## config.mk

```make
export PLATFORM = sky130hd
export DESIGN_NAME = sink_e_tracker_flat
export DESIGN_NICKNAME = d
export VERILOG_FILES = /design/src/rtl/sink_e_pkg.sv /design/src/rtl/sink_e_tracker_if.sv /design/src/rtl/sink_e_resp_fifo.sv /design/src/rtl/sink_e_tracker.sv /design/src/flat_wrapper.sv
export SDC_FILE = /design/constraint.sdc
export NUM_CORES = 1
export LEC_CHECK = 0
export ABC_AREA = 1
export ABC_CLOCK_PERIOD_IN_PS = 1800
export BUFFER_PORTS_ARGS = -buffer_cell sky130_fd_sc_hd__buf_2
export CORE_MARGIN = 8
export CORE_UTILIZATION = 52
export CTS_BUF_LIST = sky130_fd_sc_hd__clkbuf_8
export CTS_CLUSTER_DIAMETER = 30
export CTS_CLUSTER_SIZE = 20
export DETAILED_ROUTE_END_ITERATION = 6
export GPL_ROUTABILITY_DRIVEN = 1
export PLACE_DENSITY = 0.77
export SLEW_MARGIN = 30
export SYNTH_ARGS = -nofsm -noshare
export SYNTH_HDL_FRONTEND = slang
export SYNTH_SLANG_ARGS = --single-unit
```

## constraint.sdc

```tcl
create_clock -name clock -period 1.8 [get_ports clock]
set_input_delay 0.36 -clock clock [delete_from_list [all_inputs] [get_ports clock]]
set_output_delay 0.36 -clock clock [all_outputs]
set_load 0.01 [all_outputs]
```

## src/rtl/sink_e_pkg.sv

```systemverilog
// Shared sizing and types for the sink-ID / GrantAck tracker.
// Other files import this package for defaults and helpers.
package sink_e_pkg;

  localparam int SINK_BITS_DEF = 3;
  localparam int NUM_SINKS_DEF = 2 ** SINK_BITS_DEF;

  typedef logic [SINK_BITS_DEF-1:0] sink_id_t;

  function automatic int num_sinks(input int bits);
    return 2 ** bits;
  endfunction

endpackage

```

## src/rtl/sink_e_tracker_if.sv

```systemverilog
// Allocation, GrantAck and release-notification signals of the sink tracker.
// The slave modport belongs to the tracker; the master modport drives the tracker.
interface sink_e_tracker_if
  import sink_e_pkg::*;
#(
  parameter int SINK_BITS = SINK_BITS_DEF
);

  logic                 io_alloc_valid;
  logic                 io_alloc_ready;
  logic [SINK_BITS-1:0] io_alloc_sink;
  logic                 io_e_valid;
  logic                 io_e_ready;
  logic [SINK_BITS-1:0] io_e_bits_sink;
  logic                 io_resp_valid;
  logic                 io_resp_ready;
  logic [SINK_BITS-1:0] io_resp_bits_sink;
  logic [SINK_BITS:0]   io_inflight;
  logic                 io_busy;
  logic                 io_err;

  modport slave (
    input  io_alloc_valid, io_e_valid, io_e_bits_sink, io_resp_ready,
    output io_alloc_ready, io_alloc_sink, io_e_ready, io_resp_valid,
           io_resp_bits_sink, io_inflight, io_busy, io_err
  );

  modport master (
    output io_alloc_valid, io_e_valid, io_e_bits_sink, io_resp_ready,
    input  io_alloc_ready, io_alloc_sink, io_e_ready, io_resp_valid,
           io_resp_bits_sink, io_inflight, io_busy, io_err
  );

endinterface

```

## src/rtl/sink_e_resp_fifo.sv

```systemverilog
// Small FIFO holding released sink IDs until the consumer takes them.
// The head reads as zero while the FIFO is empty.
module sink_e_resp_fifo #(
  parameter int WIDTH = 3,
  parameter int DEPTH = 2
) (
  input  logic             clock,
  input  logic             reset,
  input  logic             push,
  input  logic [WIDTH-1:0] push_data,
  input  logic             pop,
  output logic             full,
  output logic             valid,
  output logic [WIDTH-1:0] head
);

  localparam int PW = (DEPTH > 1) ? $clog2(DEPTH) : 1;
  localparam int CW = $clog2(DEPTH + 1);

  logic [WIDTH-1:0] mem_reg [DEPTH];
  logic [PW-1:0]    wr_ptr_reg, rd_ptr_reg;
  logic [CW-1:0]    count_reg;
  logic             push_ok, pop_ok;

  function automatic logic [PW-1:0] wrap_inc(input logic [PW-1:0] p);
    return (p == PW'(DEPTH - 1)) ? '0 : p + 1'b1;
  endfunction

  assign valid   = (count_reg != '0);
  assign full    = (count_reg == CW'(DEPTH));
  assign push_ok = push && !full;
  assign pop_ok  = pop && valid;
  assign head    = valid ? mem_reg[rd_ptr_reg] : '0;

  // Storage needs no reset: stale entries are hidden by the occupancy count.
  always_ff @(posedge clock) begin
    if (push_ok) mem_reg[wr_ptr_reg] <= push_data;
  end

  always_ff @(posedge clock or posedge reset) begin
    if (reset) begin
      wr_ptr_reg <= '0;
      rd_ptr_reg <= '0;
      count_reg  <= '0;
    end else begin
      if (push_ok) wr_ptr_reg <= wrap_inc(wr_ptr_reg);
      if (pop_ok)  rd_ptr_reg <= wrap_inc(rd_ptr_reg);
      case ({push_ok, pop_ok})
        2'b10:   count_reg <= count_reg + 1'b1;
        2'b01:   count_reg <= count_reg - 1'b1;
        default: count_reg <= count_reg;
      endcase
    end
  end

endmodule

```

## src/rtl/sink_e_tracker.sv

```systemverilog
// Tracks which D-channel sink IDs await GrantAck, hands out the lowest free ID,
// and queues each acknowledged ID as a release notification.
module sink_e_tracker
  import sink_e_pkg::*;
#(
  parameter int SINK_BITS  = SINK_BITS_DEF,
  parameter int RESP_DEPTH = 2
) (
  input  logic             clock,
  input  logic             reset,
  sink_e_tracker_if.slave  bus
);

  localparam int NUM_SINKS = num_sinks(SINK_BITS);

  logic [NUM_SINKS-1:0] vec_reg, vec_next, set_vec, clr_vec;
  logic [SINK_BITS:0]   inflight_reg;
  logic                 err_reg;
  logic [SINK_BITS-1:0] free_sink;
  logic                 alloc_fire, e_fire, ack_legal, fifo_full;

  // Lowest clear bit wins; scanning downward leaves the lowest index last.
  always_comb begin
    free_sink = '0;
    for (int i = NUM_SINKS - 1; i >= 0; i--) begin
      if (!vec_reg[i]) free_sink = SINK_BITS'(i);
    end
  end

  assign bus.io_alloc_ready = ~&vec_reg;
  assign bus.io_alloc_sink  = free_sink;
  assign bus.io_e_ready     = !fifo_full;
  assign bus.io_inflight    = inflight_reg;
  assign bus.io_busy        = (inflight_reg != '0);
  assign bus.io_err         = err_reg;

  assign alloc_fire = bus.io_alloc_valid && bus.io_alloc_ready;
  assign e_fire     = bus.io_e_valid && bus.io_e_ready;
  assign ack_legal  = e_fire && vec_reg[bus.io_e_bits_sink];

  generate
    for (genvar gi = 0; gi < NUM_SINKS; gi++) begin : g_bit
      assign set_vec[gi] = alloc_fire && (free_sink == SINK_BITS'(gi));
      assign clr_vec[gi] = ack_legal && (bus.io_e_bits_sink == SINK_BITS'(gi));
    end
  endgenerate

  // An ack of the ID being allocated this cycle is illegal, so clear never meets set.
  assign vec_next = (vec_reg & ~clr_vec) | set_vec;

  always_ff @(posedge clock or posedge reset) begin
    if (reset) begin
      vec_reg      <= '0;
      inflight_reg <= '0;
      err_reg      <= 1'b0;
    end else begin
      vec_reg <= vec_next;
      if (e_fire && !vec_reg[bus.io_e_bits_sink]) err_reg <= 1'b1;
      case ({alloc_fire, ack_legal})
        2'b10:   inflight_reg <= inflight_reg + 1'b1;
        2'b01:   inflight_reg <= inflight_reg - 1'b1;
        default: inflight_reg <= inflight_reg;
      endcase
    end
  end

  sink_e_resp_fifo #(
    .WIDTH (SINK_BITS),
    .DEPTH (RESP_DEPTH)
  ) u_resp_fifo (
    .clock     (clock),
    .reset     (reset),
    .push      (ack_legal),
    .push_data (bus.io_e_bits_sink),
    .pop       (bus.io_resp_ready),
    .full      (fifo_full),
    .valid     (bus.io_resp_valid),
    .head      (bus.io_resp_bits_sink)
  );

endmodule

```

## src/flat_wrapper.sv

```systemverilog
// flat-port wrapper written by rule: the top's interface ports become plain ports
module sink_e_tracker_flat import sink_e_pkg::*;
#(
  parameter int SINK_BITS  = SINK_BITS_DEF,
  parameter int RESP_DEPTH = 2
)
  (clock, reset, bus_io_alloc_valid, bus_io_e_valid, bus_io_e_bits_sink, bus_io_resp_ready, bus_io_alloc_ready, bus_io_alloc_sink, bus_io_e_ready, bus_io_resp_valid, bus_io_resp_bits_sink, bus_io_inflight, bus_io_busy, bus_io_err);
  sink_e_tracker_if #(.SINK_BITS(SINK_BITS)) bus_i ();
  input  logic clock;
  input  logic reset;
  input wire logic [$bits(bus_i.io_alloc_valid)-1:0] bus_io_alloc_valid;
  input wire logic [$bits(bus_i.io_e_valid)-1:0] bus_io_e_valid;
  input wire logic [$bits(bus_i.io_e_bits_sink)-1:0] bus_io_e_bits_sink;
  input wire logic [$bits(bus_i.io_resp_ready)-1:0] bus_io_resp_ready;
  output wire logic [$bits(bus_i.io_alloc_ready)-1:0] bus_io_alloc_ready;
  output wire logic [$bits(bus_i.io_alloc_sink)-1:0] bus_io_alloc_sink;
  output wire logic [$bits(bus_i.io_e_ready)-1:0] bus_io_e_ready;
  output wire logic [$bits(bus_i.io_resp_valid)-1:0] bus_io_resp_valid;
  output wire logic [$bits(bus_i.io_resp_bits_sink)-1:0] bus_io_resp_bits_sink;
  output wire logic [$bits(bus_i.io_inflight)-1:0] bus_io_inflight;
  output wire logic [$bits(bus_i.io_busy)-1:0] bus_io_busy;
  output wire logic [$bits(bus_i.io_err)-1:0] bus_io_err;
  assign bus_i.io_alloc_valid = bus_io_alloc_valid;
  assign bus_i.io_e_valid = bus_io_e_valid;
  assign bus_i.io_e_bits_sink = bus_io_e_bits_sink;
  assign bus_i.io_resp_ready = bus_io_resp_ready;
  assign bus_io_alloc_ready = bus_i.io_alloc_ready;
  assign bus_io_alloc_sink = bus_i.io_alloc_sink;
  assign bus_io_e_ready = bus_i.io_e_ready;
  assign bus_io_resp_valid = bus_i.io_resp_valid;
  assign bus_io_resp_bits_sink = bus_i.io_resp_bits_sink;
  assign bus_io_inflight = bus_i.io_inflight;
  assign bus_io_busy = bus_i.io_busy;
  assign bus_io_err = bus_i.io_err;
  sink_e_tracker #(.SINK_BITS(SINK_BITS), .RESP_DEPTH(RESP_DEPTH)) u_core (.clock(clock), .reset(reset), .bus(bus_i));
endmodule
```

==> flow_summary.ini <==
[status]
status = finished, violations left
violations = setup timing

[clocking]
cts_tree = yes
cts_hold_buf = 0
cts_buffers = 3
numClockSinks = 23
cts.clk_slew.worst_paths_ns = 0.08
htreeDepth = 1
clk-insertion-delay-late_ns = 0.26
cts.path.max_buffers = 2
root_buffer = clkbuf_8

[drt]
drt_wl_total_um = 3590
drt_iter0_drc = 39
dr_wl_met3_um = 181
vias_per_cell = 5.21
routed.top_layer = met4
wl_met1_um = 1390
dr_wl_met2_um = 1860
drc = 0
detail-route-antenna-nets = 0
first_pass_iters = 4
wl_per_cell_um = 13.6
vias = 1370

[floorplanning]
io_pins = 23
die_y_um = 68.0
die_x_um = 68.0
fp.coreArea_um2 = 2660
dieArea_um2 = 4630
start_util_pct = 52.9
rows = 19

[synthesis]
async_reset_ff_share_pct = 73.9
syn_inst = 177
yosysUniqueCellTypes = 22
synth_area_um2 = 1410
ys_ff_latch = 23
syn_nets = 189
ys.flop_type = dfrtp_1
synth-edff-count = 6
ys_seq_area_share_pct = 43.0
avgSynthCellArea_um2 = 7.95
yosysWarningCount = 0

[cells_and_area]
largest_reg_flops = 8
final_area_um2 = 1910
drive_gt1_share_pct = 40.1
synthToLayoutAreaGrowth_pct = 35.7
antennaDiodeCount = 0
layout.nets = 245
final_cell_mix = nand2_1 (48), buf_4 (29), buf_2 (22), inv_1 (18), dfrtp_1 (16)
layout_commonest_cell = nand2_1

[timing]
tns_ns = -0.139
finalClockSkew_ns = 0.00596
worst_pin_slew_ns = 0.668
rsz0062_at_grt = true
maxSlewViolCount = 0
hold_viol_final = 0
setup_slack_ns = -0.0690
post-route-period-util_pct = 104
max_slew_margin_pct = 55.4
setup_viol = 3
fmax_ghz = 0.535
fin_crit_ns = 1.87

[place]
portBuffers = 22
placed_area_um2 = 1760
dp_hpwl_um = 2580
place.gp.congestion = 0.896

[min_path]
hold_class = in2async

[global_routing]
grt_use_total_pct = 15.9
grt_max_degree = 18
grt_overflow_total = 0
grt_pass1_vias = 1342
grt_pass1_wl_um = 5770
antenna_found_initial = 0

[power]
p_per_area_nw_per_um2 = 1750
ir_drop_v = 0.00135
leakagePower_nw = 0.979

[worst_setup_path]
critPathLaunch = u_core.vec_reg[7]
end_kind = output port
crit_fanout = 4
r2r_start = u_core.vec_reg[1]
r2r_slack_ns = -0.06
crit_required_ns = 1.44
worstPathArrival_ns = 1.51
cp-endpoint = bus_io_alloc_sink[0]
critical_path_class = reg2out
rr_endpoint = u_core.bus.io_inflight[2]
worstRegToRegCells = 12
start_kind = register

[job]
drv_cap = 0
==> synth_stat cells, drive strengths merged, types with 2 or more instances <==
cell type  count  area (um2)
buf            2        18.8
o21ai          4        23.8
nor3           3        15.0
nand4         13        81.3
nand3         16         118
ha             4        50.1
nor2          11        53.8
a21oi          6        30.0
xnor2          3        26.3
nand2         62         250
dfrtp         17         425
inv           25        93.8
edfxtp         6         180
xor2           4        35.0
==> worst max-delay path, stage by stage, from the launching register on <==
cell and delay, ns:
dfrtp_1 0.43, buf_6 0.14, inv_2 0.03, nand2_1 0.04
nand2_1 0.06, nand2_1 0.04, nand2_1 0.08, nand2_2 0.08
nand2_2 0.10, nand2_2 0.07, inv_1 0.05, buf_2 0.12
==> per-stage QoR <==
stage                     worst slack (ns)  std cells  hold slack [ns]  utilization [%]  power, mW
after floorplan                     -0.104        177            0.286                -       1.97
after global placement              -0.165        252            0.448             66.0       2.60
after detailed placement            -0.235        252            0.453             66.0       2.68
after CTS                          -0.0571        256            0.205             68.3       3.06
after global routing                -0.177        263            0.250             71.8       3.63
final                              -0.0690        263            0.180             71.8       3.35
==> repair_timing <==
action                                  CTS  global route
setup buffers                             0             7
endpoints found under the setup margin    3             7
pin swaps                                 2            13
gates resized for setup                   9            10
gates cloned                              0             0
==> cell type report <==
cell class	count	area [um2]
clock buffers	3	41.3
clock inverters	1	3.75
fillers	210	752
inverters	25	96.3
multi-input cells	127	764
flip-flops and latches	23	607
well taps	31	38.8
repair buffers	53	359
==> worst min-delay path by stage <==
stage / to / cells after the start / from / slack (ns)
final: u_core.u_resp_fifo.count_reg[1] / 2 / reset / 0.18
after global routing: u_core.u_resp_fifo.count_reg[1] / 2 / reset / 0.25
after CTS: u_core.u_resp_fifo.count_reg[1] / 2 / reset / 0.21
after detailed placement: u_core.bus.io_err / 1 / u_core.bus.io_err / 0.45
after global placement: u_core.bus.io_err / 1 / u_core.bus.io_err / 0.45
after floorplan: u_core.bus.io_err / 1 / reset / 0.29
==> cell families after synthesis <==
group                    count (synthesis)  share of synthesized area (%)
AO/OA/AOI/OAI                           10                           3.82
buffers and inverters                   27                           8.00
flip-flops                              23                           43.0
AND/OR/NAND/NOR                        106                           37.2
adder cells (fa/ha/maj)                  4                           3.56
XOR/XNOR                                 7                           4.36
==> layer usage <==
metal	vias up	track usage, %
met1	624	17.1
met5	-	0
met4	0	11.3
met2	45	27.3
li1	682	-
met3	19	3.44
==> report_power, final <==
group / leakage (nW) / switching (mW) / internal, mW / total (mW)
registers: 0.245 / 0.218 / 0.745 / 0.963
logic: 0.708 / 1.10 / 0.974 / 2.08
clock network: 0.0269 / 0.157 / 0.152 / 0.309
Note: power is estimated with default switching activity, not from simulation.
